`src/rtl/prog_run_sequencer.sv`:
```
// Sequences one program run on the single-cycle core: load operands, launch, wait for halt, read results.
// Optional build macro SEQ_CLEAR_MEM_EN adds a CLEAR pass that zeroes all 256 data-memory bytes before loading.
module prog_run_sequencer #(
    parameter logic [7:0]  P0_OP_ADDR     = 8'd0,
    parameter logic [7:0]  P0_RES_ADDR    = 8'd2,
    parameter logic [7:0]  P1_OP_ADDR     = 8'd8,
    parameter logic [7:0]  P1_RES_ADDR    = 8'd11,
    parameter logic [7:0]  P2_OP_ADDR     = 8'd16,
    parameter logic [7:0]  P2_RES_ADDR    = 8'd18,
    parameter int unsigned TIMEOUT_CYCLES = 4096
) (
    input  logic        CLK,
    input  logic        Reset,
    input  logic        req,
    input  logic [1:0]  prog_sel,
    input  logic [23:0] operand,
    output logic        busy,
    output logic        done,
    output logic        err,
    output logic [23:0] result,
    output logic        core_start,
    input  logic        core_halt,
    output logic [7:0]  mem_addr,
    output logic [7:0]  mem_wdata,
    output logic        mem_we,
    input  logic [7:0]  mem_rdata
);
    localparam int unsigned      CNT_W    = $clog2(TIMEOUT_CYCLES + 1);
    localparam logic [CNT_W-1:0] CNT_LAST = CNT_W'(TIMEOUT_CYCLES - 1);

    typedef enum logic [2:0] {
        S_IDLE, S_CLEAR, S_LOAD, S_LAUNCH, S_WAIT, S_READ, S_DONE
    } state_t;

    state_t           state_q, state_d;
    logic [1:0]       prog_q, prog_d;
    logic [23:0]      operand_q, operand_d;
    logic [1:0]       idx_q, idx_d;
    logic [CNT_W-1:0] wait_q, wait_d;
    logic             busy_q, busy_d;
    logic             done_q, done_d;
    logic             err_q, err_d;
    logic [23:0]      result_q, result_d;
    logic             core_start_q, core_start_d;
    logic             mem_we_q, mem_we_d;
    logic [7:0]       mem_addr_q, mem_addr_d;
    logic [7:0]       mem_wdata_q, mem_wdata_d;

    // Per-program memory map and byte counts.
    function automatic logic [7:0] op_base(input logic [1:0] p);
        case (p)
            2'd0:    return P0_OP_ADDR;
            2'd1:    return P1_OP_ADDR;
            default: return P2_OP_ADDR;
        endcase
    endfunction

    function automatic logic [7:0] res_base(input logic [1:0] p);
        case (p)
            2'd0:    return P0_RES_ADDR;
            2'd1:    return P1_RES_ADDR;
            default: return P2_RES_ADDR;
        endcase
    endfunction

    function automatic logic [1:0] op_len(input logic [1:0] p);
        return (p == 2'd1) ? 2'd3 : 2'd2;
    endfunction

    function automatic logic [1:0] res_len(input logic [1:0] p);
        case (p)
            2'd0:    return 2'd2;
            2'd1:    return 2'd3;
            default: return 2'd1;
        endcase
    endfunction

    function automatic logic [7:0] pick_byte(input logic [23:0] v, input logic [1:0] pos);
        case (pos)
            2'd0:    return v[7:0];
            2'd1:    return v[15:8];
            default: return v[23:16];
        endcase
    endfunction

    function automatic logic [23:0] put_byte(input logic [23:0] v, input logic [7:0] b,
                                             input logic [1:0] pos);
        logic [23:0] r;
        r = v;
        case (pos)
            2'd0:    r[7:0]   = b;
            2'd1:    r[15:8]  = b;
            default: r[23:16] = b;
        endcase
        return r;
    endfunction

    // Next state plus the registered output values for the state being entered.
    always_comb begin
        state_d      = state_q;
        prog_d       = prog_q;
        operand_d    = operand_q;
        idx_d        = idx_q;
        wait_d       = wait_q;
        busy_d       = busy_q;
        done_d       = 1'b0;
        err_d        = err_q;
        result_d     = result_q;
        core_start_d = 1'b1;
        mem_we_d     = 1'b0;
        mem_addr_d   = mem_addr_q;
        mem_wdata_d  = mem_wdata_q;

        case (state_q)
            S_IDLE: begin
                if (req) begin
                    busy_d    = 1'b1;
                    err_d     = 1'b0;
                    prog_d    = prog_sel;
                    operand_d = operand;
                    idx_d     = 2'd0;
                    if (prog_sel == 2'd3) begin
                        state_d = S_DONE;
                        done_d  = 1'b1;
                        err_d   = 1'b1;
                    end else begin
`ifdef SEQ_CLEAR_MEM_EN
                        state_d     = S_CLEAR;
                        mem_we_d    = 1'b1;
                        mem_addr_d  = 8'd0;
                        mem_wdata_d = 8'd0;
`else
                        state_d     = S_LOAD;
                        mem_we_d    = 1'b1;
                        mem_addr_d  = op_base(prog_sel);
                        mem_wdata_d = pick_byte(operand, op_len(prog_sel) - 2'd1);
`endif
                    end
                end
            end

            S_CLEAR: begin
`ifdef SEQ_CLEAR_MEM_EN
                mem_we_d = 1'b1;
                if (mem_addr_q == 8'hFF) begin
                    state_d     = S_LOAD;
                    mem_addr_d  = op_base(prog_q);
                    mem_wdata_d = pick_byte(operand_q, op_len(prog_q) - 2'd1);
                end else begin
                    mem_addr_d  = mem_addr_q + 8'd1;
                    mem_wdata_d = 8'd0;
                end
`else
                state_d = S_IDLE;
`endif
            end

            S_LOAD: begin
                if (idx_q == op_len(prog_q) - 2'd1) begin
                    state_d      = S_LAUNCH;
                    core_start_d = 1'b0;
                end else begin
                    idx_d       = idx_q + 2'd1;
                    mem_we_d    = 1'b1;
                    mem_addr_d  = op_base(prog_q) + 8'(idx_q) + 8'd1;
                    mem_wdata_d = pick_byte(operand_q, op_len(prog_q) - 2'd2 - idx_q);
                end
            end

            S_LAUNCH: begin
                state_d      = S_WAIT;
                core_start_d = 1'b0;
                wait_d       = '0;
            end

            // wait_q == 0 is the first WAIT cycle, where a leftover halt is masked.
            S_WAIT: begin
                if (core_halt && (wait_q != '0)) begin
                    state_d    = S_READ;
                    idx_d      = 2'd0;
                    mem_addr_d = res_base(prog_q);
                    result_d   = '0;
                end else if (wait_q == CNT_LAST) begin
                    state_d = S_DONE;
                    done_d  = 1'b1;
                    err_d   = 1'b1;
                end else begin
                    core_start_d = 1'b0;
                    wait_d       = wait_q + CNT_W'(1);
                end
            end

            S_READ: begin
                result_d = put_byte(result_q, mem_rdata, res_len(prog_q) - 2'd1 - idx_q);
                if (idx_q == res_len(prog_q) - 2'd1) begin
                    state_d = S_DONE;
                    done_d  = 1'b1;
                end else begin
                    idx_d      = idx_q + 2'd1;
                    mem_addr_d = res_base(prog_q) + 8'(idx_q) + 8'd1;
                end
            end

            S_DONE: begin
                state_d = S_IDLE;
                busy_d  = 1'b0;
            end

            default: state_d = S_IDLE;
        endcase
    end

    always_ff @(posedge CLK) begin
        if (Reset) begin
            state_q      <= S_IDLE;
            prog_q       <= 2'd0;
            operand_q    <= 24'd0;
            idx_q        <= 2'd0;
            wait_q       <= '0;
            busy_q       <= 1'b0;
            done_q       <= 1'b0;
            err_q        <= 1'b0;
            result_q     <= 24'd0;
            core_start_q <= 1'b1;
            mem_we_q     <= 1'b0;
            mem_addr_q   <= 8'd0;
            mem_wdata_q  <= 8'd0;
        end else begin
            state_q      <= state_d;
            prog_q       <= prog_d;
            operand_q    <= operand_d;
            idx_q        <= idx_d;
            wait_q       <= wait_d;
            busy_q       <= busy_d;
            done_q       <= done_d;
            err_q        <= err_d;
            result_q     <= result_d;
            core_start_q <= core_start_d;
            mem_we_q     <= mem_we_d;
            mem_addr_q   <= mem_addr_d;
            mem_wdata_q  <= mem_wdata_d;
        end
    end

    // A pending write or done pulse must not escape during a reset cycle.
    assign mem_we     = mem_we_q & ~Reset;
    assign done       = done_q & ~Reset;
    assign busy       = busy_q;
    assign err        = err_q;
    assign result     = result_q;
    assign core_start = core_start_q;
    assign mem_addr   = mem_addr_q;
    assign mem_wdata  = mem_wdata_q;

endmodule

```
`config.mk`:
```
export PLATFORM = sky130hd
export DESIGN_NAME = prog_run_sequencer
export DESIGN_NICKNAME = d
export VERILOG_FILES = /design/src/rtl/prog_run_sequencer.sv
export SDC_FILE = /design/constraint.sdc
export NUM_CORES = 1
export LEC_CHECK = 0
export ABC_AREA = 1
export BUFFER_PORTS_ARGS = -buffer_cell sky130_fd_sc_hd__clkbuf_2
export CORE_MARGIN = 4
export CORE_UTILIZATION = 56
export DETAILED_ROUTE_END_ITERATION = 10
export PLACE_DENSITY = 0.81
export SLEW_MARGIN = 20
export SYNTH_ARGS = -nofsm -noshare
export SYNTH_HDL_FRONTEND = slang
export SYNTH_SLANG_ARGS = --single-unit
```
`constraint.sdc`:
```
create_clock -name CLK -period 2.2 [get_ports CLK]
set_input_delay 0.33 -clock CLK [delete_from_list [all_inputs] [get_ports CLK]]
set_output_delay 0.33 -clock CLK [all_outputs]
set_load 0.03 [all_outputs]
```
* Yosys cells after proc, flatten, opt, wreduce, memory -nomap -nowiden
Cells that the tools add are included.
Word-level totals: word-level logic and storage cells 145, bits in registers 89, output and inout port bits 45, input port bits 38
Cells by class: muxes and demuxes 61, bitwise logic cells 3, equality and inequality tests 28, reduce and logical (&&, ||, !) cells 26, add/subtract/negate cells 12
Operators by type and width (count):
- 2-to-1 mux 8 bit | 15
- one-hot mux 24 bit (2 select lines) | 1
- one-hot mux 8 bit (2 select lines) | 3
- one-hot mux 8 bit (4 select lines) | 1
- one-hot mux 5 bit (2 select lines) | 3
- 2-to-1 mux 13 bit | 2
- one-hot mux 13 bit (2 select lines) | 1
- 2-to-1 mux 24 bit | 1
- inequality test 2 bit (second input constant) | 11
- 2-to-1 mux 3 bit | 6
- adder 8 x 1 -> 8 bit (second input constant) | 2
- adder 8 x 2 -> 8 bit | 2
- 2-to-1 mux 1 bit | 15
- one-hot mux 3 bit (5 select lines) | 1
- adder 13 x 1 -> 13 bit (second input constant) | 1
- equality test 13 x 12 -> 1 bit (second input constant) | 1
- nonzero test 13 bit | 1
- AND reduction 3 bit | 4
- AND reduction 4 bit | 3
- equality test 2 x 1 -> 1 bit (second input constant) | 5
- logical NOT 2 bit | 5
- 2-to-1 mux 2 bit | 5
- nonzero test 2 bit | 5
- equality test 3 bit (second input constant) | 3
- other kinds (22) | 33

* Longest topological paths before layout
Gate-level depths: netlist of run 1.
depth after elaboration 11, mapped depth 12, mapped depth without buffers 12

* Least setup slack after synthesis of run 1
No wires, ideal clock.
path kind register to register, start point register prog_q[0], end point register result_q[15] (netlist: result[15]), clock period less this slack 1737 ps, path buffers 1, cell stages (with the launch flop) 9, setup slack 463 ps, data arrival time 1665 ps, path through dfxtp_1 inv_1 nand2_1 ha_1 clkbuf_1 clkinv_1 nand2_1 nand3_1 a21oi_1
On the way: cells in the longest elaborated chain, start to end 8, elaborated cells on any way between the ends 9, those cells by class 2 x add/sub; 3 x eq/ne; 2 x mux; 2 x reduce/logical
Ends and longest elaborated chain:
- from (decl) | line 36 | logic [1:0] prog_q, prog_d;
- from (signal assigned) | line 230 | prog_q <= prog_d;
- equality test 2 x 1 -> 1 bit / logical NOT 2 bit (equally long branches) | line 71 | case (p)
- one-hot mux 2 bit (2 select lines) * | line 71
- 2-to-1 mux 2 bit * | line 114 | case (state_q)
- subtractor 2 x 1 -> 2 bit * | line 194 | result_d = put_byte(result_q, mem_rdata, res_len(prog_q) - 2'd1 - idx_q);
- subtractor 2 bit * | line 194
- equality test 2 x 1 -> 1 bit * | line 90 | case (pos)
- inequality test 2 x 1 -> 1 bit (no source line) *
- AND reduction 3 bit (no source line) *
- to (signal assigned) | line 237 | result_q <= result_d;
- to (decl) | line 43 | logic [23:0] result_q, result_d;
Mark *: on every way between the ends. The rest lies on a longest branch, timed or not. The select of a mux whose other input is x is not followed. A chain may end at the register's enable or synchronous reset.

* Worst setup path in the final report of run 1
start point register wait_q[0], end point register wait_q[1]
On the way: cells in the longest elaborated chain, start to end 4, elaborated cells on any way between the ends 10, those cells by class 1 x add/sub; 3 x eq/ne; 3 x mux; 3 x reduce/logical
Ends and longest elaborated chain:
- from (decl) | line 39 | logic [CNT_W-1:0] wait_q, wait_d;
- from (signal assigned) | line 233 | wait_q <= wait_d;
- adder 13 x 1 -> 13 bit / nonzero test 13 bit (equally long branches) | line 189, 178
- 2-to-1 mux 13 bit / logical AND 1 bit (equally long branches) | line 183, 178
- 2-to-1 mux 13 bit / inequality test 2 bit (equally long branches)
- one-hot mux 13 bit (2 select lines) / AND reduction 3 bit (equally long branches)
Several ways; a longest one is shown, not always the timed one. The select of a mux whose other input is x is not followed.

==> flow_metrics.env, run 1 <==
export IMPL_cts_buffers=9
export IMPL_fin_crit_ns=2.00
export IMPL_drt_first_pass_iters=5
export IMPL_post_route_period_util=0.908
export IMPL_ys_seq_elements=86
export IMPL_clkSlewWorstSetupHoldPaths_ns=0.09
export IMPL_endpoint_kind="flip-flop"
export IMPL_syn2layout_area_growth_pct=14.4
export IMPL_ys_top_cells_by_count="nand2_1 (146), nor2_1 (108), dfxtp_1 (86)"
export IMPL_gr_total_overflow=0
export IMPL_synth_distinct_cells=37
export IMPL_core_um2=7730
export IMPL_yosys_area_share_simple=0.348
export IMPL_drc=0
export IMPL_peakVddDrop_mv=1.01
export IMPL_grt_setup_unrepaired="no"
export IMPL_synth_edf_count=0
export IMPL_ys_seq_area_frac=0.387
export IMPL_clock_fmax_mhz=501
export IMPL_yosys_warnings=0
export IMPL_finalSetupViolations=0
export IMPL_min_path_type="input port to flip-flop"
export IMPL_synth_top_family_by_area="simple AND/OR/NAND/NOR gates"
export IMPL_clk_latency_ns=0.35
export IMPL_cts_sinks=86
export IMPL_yosys_cell_count_top_type="nand2_1"
export IMPL_postCtsSetupRepairBufs=0
export IMPL_fin_worst_skew_ns=0.0108
export IMPL_hold_viol_final=0
export IMPL_hold_buffers=0
export IMPL_netlist_area_leader_share=0.387
export IMPL_critical_path_class="flip-flop to flip-flop"
export IMPL_crit_required_ns=2.47
export IMPL_die_area_um2=9440
export IMPL_cts_tree="yes"
export IMPL_syn_avg_cell_area_um2=6.85
export IMPL_start_util=0.576
export IMPL_postSynth_asyncResetShare=0
export IMPL_first_iter_violations=218
export IMPL_vias=4476
export IMPL_cp_start_kind="flip-flop"
export IMPL_die_h_um=97.1
export IMPL_grt_pass1_wl_um=18300
export IMPL_drt_wl_total_um=11000
export IMPL_synth_ff_type="dfxtp_1"
export IMPL_synthMuxAreaShare=0
export IMPL_p_leak_nw=2.29
export IMPL_power_mw=5.66
export IMPL_setup_tns_final_ns=0
export IMPL_netlist_instances=650
export IMPL_crit_arrival_ns=2.27
export IMPL_ant_nets=0
export IMPL_wl_per_cell_um=13.2
export IMPL_num_fill_cells=708
export IMPL_cts_resized=0
export IMPL_layout_nets=769
export IMPL_rows=32
export IMPL_diodes=0
export IMPL_syn_area_um2=4450
export IMPL_chipWidth_um=97.1
export IMPL_viasPerCell=5.40
export IMPL_power_density_nw_per_um2=1110
export IMPL_synth_xor_area_share=0.0138
export IMPL_final_max_slew_viol_count=0
export IMPL_grtUsageTotal=0.228
export IMPL_status="finished clean"
export IMPL_cap_violations=0
export IMPL_synth_adder_area_share=0.0253
export IMPL_antenna_found_initial=0
export IMPL_synth_compound_area_frac=0.141
export IMPL_synthTopCellsByArea="dfxtp_1 (39%), nand2_1 (12%), nor2_1 (9.1%), a21oi_1 (6.9%), nand3_1 (6.3%)"
export IMPL_clock_root_buffer="clkbuf_8"
export IMPL_gp_routability_congestion=0.893
export IMPL_grt_pass1_vias=4069
export IMPL_io_buffers=79
export IMPL_clockBufferDepth=2
export IMPL_ios=83
export IMPL_grt_max_degree=32
export IMPL_crit_fanout=11
export IMPL_dpl_hpwl_um=7850
export IMPL_yosysTopAreaCell="dfxtp_1"
export IMPL_h_tree_depth=3
export IMPL_drive_gt1_frac=0.199
[through the flow]
stage | worst slack (ns) | util | area [um2] | instances | hold WS (ns)
6_report | 0.202 | 0.659 | 5090 | 829 | 0.196
5_1_grt | 0.0407 | 0.659 | 5090 | 829 | 0.192
4_1_cts | 0.249 | 0.659 | 5090 | 829 | 0.188
3_5_place_dp | 0.301 | 0.633 | 4890 | 813 | 0.452
3_3_place_gp | 0.384 | 0.633 | 4890 | 813 | 0.449
2_1_floorplan | 0.463 | - | 4460 | 652 | 0.446
[worst max-delay path: stages, from the launching register on]
cell,delay (ns)
dfxtp_1,0.40
ha_1,0.19
nand2_1,0.08
nor2_1,0.19
nand2_1,0.16
nor2_2,0.15
nand2_1,0.09
nand3_1,0.36
nand2_1,0.12
a21oi_1,0.18
[logic make-up (layout without fill, tap and decap cells)]
group / Yosys count / after routing
xor+xnor: 7 / 7
compound gates: 116 / 116
other cells: 1 / 3
simple gates: 348 / 348
flops: 86 / 86
fa+ha+maj: 9 / 9
buf+inv: 83 / 158
[placed cells by master (no fill, tap or decap), types with 4 or more instances in the layout]
cell type and instances:
clkbuf_2 79, buf_4 7, nor2_4 4, xor2_1 6
a21oi_2 8, nor2_1 108, nand2_1 146, nand3_1 56
ha_1 9, nand2_2 15, nand4_1 6, o21ai_0 39
a21oi_1 61, inv_2 6, clkbuf_8 10, inv_1 46
dfxtp_1 86
[path summary, 6_finish.rpt]
kind	start	endpoint	slack, ns	cells after the start
setup / recovery	wait_q[0]	wait_q[1]	0.20	9
hold / removal	operand[7]	operand_q[7]	0.20	3
hold reg to reg	err	err	0.46	2
setup reg to reg	wait_q[0]	wait_q[1]	0.20	9
[per-layer routing]
| metal | wire length, um | vias to the layer above | GRT usage |
|---|---|---|---|
| met5 | 0 | - | 0 |
| met4 | 336 | 0 | 0.0940 |
| met3 | 726 | 32 | 0.0531 |
| met2 | 5300 | 179 | 0.385 |
| met1 | 4600 | 2023 | 0.280 |
| li1 | - | 2242 | - |
[sequential cells by signal (all words and copies together) (netlist names)]
register	cells
idx_q	2
err	1
prog_q	2
wait_q	13
core_start	1
mem_addr	5
busy	1
mem_wdata	8
mem_we_q	1
done_q	1
result	24
operand_q	24
state_q	3
[power breakdown]
| part | internal [mW] | switching [mW] |
|---|---|---|
| Combinational | 0.729 | 1.72 |
| Clock | 0.564 | 0.574 |
| Sequential | 1.87 | 0.198 |
[cell type report]
class / instances / area [um2] / share of cell area
Clock inverter: 4 / 55.1 / 0.0108
Timing Repair Buffer: 87 / 468 / 0.0919
Clock buffer: 12 / 145 / 0.0285
Tap cell: 102 / 128 / 0.0251
Sequential cell: 86 / 1720 / 0.338
Multi-Input combinational cell: 483 / 2360 / 0.464
Inverter: 55 / 211 / 0.0415
Power figures use the tool's default switching activity.
==> run 2, diff against run 1 <==
--- a/config.mk
+++ b/config.mk
@@ -5,12 +5,12 @@
 export SDC_FILE = /design/constraint.sdc
 export NUM_CORES = 1
 export LEC_CHECK = 0
-export ABC_AREA = 1
 export BUFFER_PORTS_ARGS = -buffer_cell sky130_fd_sc_hd__clkbuf_2
 export CORE_MARGIN = 4
-export CORE_UTILIZATION = 56
+export CORE_UTILIZATION = 50
+export CTS_CLUSTER_DIAMETER = 80
 export DETAILED_ROUTE_END_ITERATION = 10
-export PLACE_DENSITY = 0.81
+export PLACE_DENSITY = 0.77
 export SLEW_MARGIN = 20
 export SYNTH_ARGS = -nofsm -noshare
 export SYNTH_HDL_FRONTEND = slang
==> constraint.sdc (replaced) <==
create_clock -name CLK -period 1.8 [get_ports CLK]
set_input_delay 0.27 -clock CLK [delete_from_list [all_inputs] [get_ports CLK]]
set_output_delay 0.27 -clock CLK [all_outputs]
set_load 0.03 [all_outputs]
==> flow_metrics.env, run 2 <==
export IMPL_critical_path_class="flip-flop to flip-flop"
export IMPL_peakVddDrop_mv=0.640
export IMPL_vias=4653
export IMPL_grt_pass1_vias=4369
export IMPL_min_path_type="input port to flip-flop"
export IMPL_regToRegStartpoint="wait_q[0]"
export IMPL_ant_nets=0
export IMPL_p_leak_nw=2.49
export IMPL_layout_nets=727
export IMPL_clkPwrFrac=0.168
export IMPL_r2r_cells=9
export IMPL_cap_violations=0
export IMPL_endpoint_kind="flip-flop"
export IMPL_power_mw=8.10
export IMPL_drive_gt1_frac=0.389
export IMPL_core_um2=8300
export IMPL_cp_start_kind="flip-flop"
export IMPL_swShare=0.420
export IMPL_synth_distinct_cells=62
export IMPL_gr_total_overflow=0
export IMPL_diodes=0
export IMPL_postSynth_asyncResetShare=0
export IMPL_finalSetupViolations=58
export IMPL_clockBufferDepth=2
export IMPL_crit_arrival_ns=2.43
export IMPL_ys_seq_area_frac=0.400
export IMPL_clkSlewWorstSetupHoldPaths_ns=0.09
export IMPL_final_cell_mix="dfxtp_1 (83), nand2_1 (82), clkbuf_2 (79)"
export IMPL_hold_depth=3
export IMPL_min_delay_worst_endpoint="operand_q[5]"
export IMPL_start_util=0.519
export IMPL_cts_buffers=9
export IMPL_first_iter_violations=249
export IMPL_clock_root_buffer="clkbuf_8"
export IMPL_hold_viol_final=0
export IMPL_synthTopCellsByArea="dfxtp_1 (40%), a21oi_1 (8.4%), nand2_1 (8.0%), mux2i_1 (4.9%), nor2_1 (3.1%)"
export IMPL_dpl_hpwl_um=9000
export IMPL_ys_seq_elements=86
export IMPL_grt_setup_unrepaired="yes"
export IMPL_p_seq_frac=0.297
export IMPL_hold_buffers=0
export IMPL_yosys_cell_count_top_type="nand2_1"
export IMPL_syn_avg_cell_area_um2=8.04
export IMPL_drt_first_pass_iters=5
export IMPL_h_tree_depth=3
export IMPL_die_h_um=101
export IMPL_fin_cells=789
export IMPL_final_max_slew_viol_count=0
export IMPL_hp_start="operand[5]"
export IMPL_cts_tree="yes"
export IMPL_post_route_period_util=1.21
export IMPL_wl_per_cell_um=17.3
export IMPL_clock_fmax_mhz=460
export IMPL_crit_fanout=6
export IMPL_status="finished with violations"
export IMPL_grtUsageTotal=0.256
export IMPL_cts_sinks=86
export IMPL_netlist_area_leader_share=0.400
export IMPL_clk_latency_ns=0.36
export IMPL_viasPerCell=5.90
export IMPL_internal_power_mw=4.70
export IMPL_synth_edf_count=0
export IMPL_gp_routability_congestion=0.964
export IMPL_io_buffers=79
export IMPL_die_area_um2=10200
export IMPL_post_route_util=0.735
export IMPL_antenna_found_initial=0
export IMPL_num_fill_cells=585
export IMPL_reg2reg_to="state_q[0]"
export IMPL_netlist_instances=536
export IMPL_dpl_cell_count=761
export IMPL_ios=83
export IMPL_syn_area_um2=4310
export IMPL_yosysTopAreaCell="dfxtp_1"
export IMPL_chipWidth_um=101
export IMPL_synth_ff_type="dfxtp_1"
export IMPL_layout_commonest_cell="dfxtp_1"
export IMPL_fin_worst_skew_ns=0.0107
export IMPL_power_density_nw_per_um2=1330
export IMPL_grt_max_degree=30
export IMPL_p_sw_mw=3.40
export IMPL_crit_required_ns=2.06
export IMPL_fin_crit_ns=2.18
export IMPL_rows=33
export IMPL_fin_ws_ns=-0.375
export IMPL_syn2layout_area_growth_pct=41.5
export IMPL_ys_top_cells_by_count="nand2_1 (92), dfxtp_1 (86), a21oi_1 (72)"
export IMPL_yosys_warnings=0
export IMPL_pwr_share_comb=0.535
export IMPL_drt_wl_total_um=13600
export IMPL_reg2reg_slack_ns=-0.38
export IMPL_drc=0
export IMPL_grt_pass1_wl_um=20900
export IMPL_failed_checks="negative setup slack"
## run 2: worst max path at each step
stage / startpoint / depth (start not counted) / end
2_1_floorplan: wait_q[0] / 7 / wait_q[5]
3_3_place_gp: wait_q[0] / 7 / wait_q[5]
3_5_place_dp: wait_q[1] / 7 / wait_q[9]
4_1_cts: wait_q[0] / 7 / wait_q[9]
5_1_grt: wait_q[10] / 6 / wait_q[6]
6_report: wait_q[0] / 9 / state_q[0]
## run 2: timing repair
item,in CTS,in global routing
setup buffers,7,4
endpoints found under the setup margin,58,58
cloned,1,2
resized for setup,42,60
pin swaps,32,45
## run 2: cell families after synthesis
group / share of synthesized area
adder cells (fa/ha/maj): 0.0261
flip-flops: 0.400
AND/OR/NAND/NOR: 0.257
multiplexers: 0.0566
buffers and inverters: 0.0444
other: 0.000870
AO/OA/AOI/OAI: 0.200
XOR/XNOR: 0.0154
## run 2: through the flow
step                TNS, ns  cell area [um2]  hold WS, ns  worst slack, ns
global placement     -10.39             5390        0.440           -0.328
CTS                  -11.15             5790        0.114           -0.386
floorplan             -9.40             4410        0.398           -0.310
detailed placement   -11.90             5390        0.444           -0.393
global route         -20.01             6100        0.121           -0.446
finish               -16.03             6100        0.116           -0.375
## run 2: power groups by stage
stage	clock [mW]	combinational [mW]	sequential, mW
floorplan	0	1.93	2.64
CTS	1.38	3.70	2.38
global route	1.47	4.59	2.44
global placement	0	3.33	2.40
detailed placement	0	3.41	2.41
finish	1.36	4.34	2.40
## run 2: metal layers
layer | vias up | part of all wire | global-route usage
met5 | - | 0 | 0
met4 | 0 | 0.025 | 0.0860
met3 | 32 | 0.070 | 0.0491
met2 | 213 | 0.49 | 0.428
met1 | 2211 | 0.42 | 0.331
li1 | 2197 | - | -
## run 2: area by class of cell
class | instances | area, um2 | area share
Multi-Input combinational cell | 406 | 2830 | 0.464
Sequential cell | 86 | 1730 | 0.283
Timing Repair Buffer | 168 | 1180 | 0.194
Tap cell | 105 | 131 | 0.0216
Clock buffer | 10 | 128 | 0.0209
Clock inverter | 5 | 60.1 | 0.00985
Inverter | 9 | 36.3 | 0.00595
## run 2: worst max-delay path, stage by stage, from the launching register on
cell,delay (ns)
dfxtp_2,0.33
inv_2,0.06
ha_4,0.12
or4b_4,0.47
buf_4,0.17
buf_4,0.13
o311ai_4,0.24
buf_6,0.20
a21boi_1,0.08
mux2_2,0.27
==> run 3, diff against run 2 <==
--- a/config.mk
+++ b/config.mk
@@ -6,10 +6,12 @@
 export NUM_CORES = 1
 export LEC_CHECK = 0
 export BUFFER_PORTS_ARGS = -buffer_cell sky130_fd_sc_hd__clkbuf_2
+export CAP_MARGIN = 15
 export CORE_MARGIN = 4
 export CORE_UTILIZATION = 50
 export CTS_CLUSTER_DIAMETER = 80
 export DETAILED_ROUTE_END_ITERATION = 10
+export HOLD_SLACK_MARGIN = 0.15
 export PLACE_DENSITY = 0.77
 export SLEW_MARGIN = 20
 export SYNTH_ARGS = -nofsm -noshare
==> flow_metrics.env, run 3 (same netlist as run 2, synthesis figures left out) <==
export IMPL_die_area_um2=10200
export IMPL_power_density_nw_per_um2=1300
export IMPL_clk_latency_ns=0.37
export IMPL_crit_fanout=6
export IMPL_drt_wl_total_um=14700
export IMPL_drc=0
export IMPL_failed_checks="negative setup slack"
export IMPL_crit_required_ns=2.06
export IMPL_io_buffers=79
export IMPL_status="finished with violations"
export IMPL_ios=83
export IMPL_peakVddDrop_mv=0.711
export IMPL_layout_nets=747
export IMPL_clockBufferDepth=2
export IMPL_finalSetupViolations=59
export IMPL_grtUsageTotal=0.266
export IMPL_clock_root_buffer="clkbuf_8"
export IMPL_hold_ws_ns=0.151
export IMPL_chipWidth_um=101
export IMPL_tightestPinTransition_ns=0.534
export IMPL_antenna_found_initial=0
export IMPL_crit_arrival_ns=2.43
export IMPL_h_tree_depth=3
export IMPL_cap_violations=0
export IMPL_cts_sinks=86
export IMPL_grt_pass1_wl_um=21700
export IMPL_fin_worst_skew_ns=0.0104
export IMPL_post_route_period_util=1.21
export IMPL_drt_first_pass_iters=6
export IMPL_gr_total_overflow=0
export IMPL_grt_setup_unrepaired="yes"
export IMPL_cp_start_kind="flip-flop"
export IMPL_clock_fmax_mhz=460
export IMPL_rows=33
export IMPL_p_leak_nw=2.56
export IMPL_multiInputGateArea_um2=2840
export IMPL_grt_max_degree=30
export IMPL_placed_area_um2=5390
export IMPL_critical_path_class="flip-flop to flip-flop"
export IMPL_cts_buffers=9
export IMPL_final_cell_mix="nand2_1 (82), dfxtp_1 (82), clkbuf_2 (79)"
export IMPL_endpoint_kind="flip-flop"
export IMPL_cts_tree="yes"
export IMPL_core_um2=8300
export IMPL_viasPerCell=5.94
export IMPL_hold_viol_final=0
export IMPL_start_util=0.519
export IMPL_post_route_cell_area_um2=6310
export IMPL_final_max_slew_viol_count=0
export IMPL_dpl_hpwl_um=9000
export IMPL_die_h_um=101
export IMPL_syn2layout_area_growth_pct=46.4
export IMPL_fin_cells=809
export IMPL_setup_tns_final_ns=-16.61
export IMPL_min_path_type="input port to flip-flop"
export IMPL_reg2reg_slack_ns=-0.37
export IMPL_slew_headroom=0.643
export IMPL_diodes=0
export IMPL_ant_nets=0
export IMPL_gp_routability_congestion=0.964
export IMPL_wl_per_cell_um=18.1
export IMPL_fin_crit_ns=2.17
export IMPL_ff_latch_area_um2=1730
export IMPL_vias=4805
export IMPL_first_iter_violations=379
export IMPL_num_fill_cells=545
export IMPL_fin_ws_ns=-0.373
export IMPL_drive_gt1_frac=0.381
export IMPL_grt_pass1_vias=4555
export IMPL_dpl_cell_count=761
export IMPL_clkSlewWorstSetupHoldPaths_ns=0.09
-- run 3: cell types whose count changed in the layout (fill, tap and decap cells not counted), sizes merged --
cell,delta
dlygate4sd3,+20
-- run 3: area by class of cell --
type | instances | area share
repair buffers | 188 | 0.220
clock inverters | 5 | 0.00952
well taps | 105 | 0.0208
inverters | 9 | 0.00575
flip-flops and latches | 86 | 0.274
clock buffers | 10 | 0.0202
multi-input cells | 406 | 0.451
-- run 3: timing repair --
action / in CTS / in global routing
endpoints found under the setup margin: 58 / 58
pin swaps: 32 / 45
gates resized for setup: 42 / 63
setup buffers: 7 / 4
cloned: 1 / 2
hold buffers: 20 / 0
hold endpoints to repair: 20 / 0
-- run 3: report_power, final --
| part | switching [mW] | internal (mW) |
|---|---|---|
| Combinational | 2.56 | 1.88 |
| Sequential | 0.197 | 2.21 |
| Clock | 0.725 | 0.640 |
| Total | 3.49 | 4.74 |
-- run 3: final timing paths --
| check | startpoint | endpoint | cells after the start |
|---|---|---|---|
| hold reg to reg | operand_q[5] | operand_q[5] | 2 |
| setup reg to reg | wait_q[0] | state_q[0] | 9 |
| hold / removal | operand[16] | operand_q[16] | 3 |
| setup / recovery | wait_q[0] | state_q[0] | 9 |
-- run 3: critical path, cell delays in order, from the launching register on --
cell and delay, ns:
dfxtp_2 0.33, inv_2 0.06, ha_4 0.12, or4b_4 0.47, buf_4 0.17, buf_4 0.13, o311ai_4 0.24, buf_6 0.20
a21boi_1 0.08, mux2_2 0.27
-- run 3: metal layers --
layer | up-vias | track usage | share of wire
li1 | 2235 | - | -
met3 | 55 | 0.0498 | 0.076
met2 | 253 | 0.457 | 0.49
met4 | 0 | 0.0953 | 0.038
met5 | - | 0 | 0
met1 | 2262 | 0.331 | 0.40
-- run 3: per-stage QoR --
step           utilization  worst slack, ns  power [mW]
6_report             0.760           -0.373        8.22
5_1_grt              0.760           -0.442        8.59
4_1_cts              0.722           -0.386        7.49
3_5_place_dp         0.649           -0.393        5.82
3_3_place_gp         0.649           -0.328        5.73
2_1_floorplan            -           -0.310        4.58
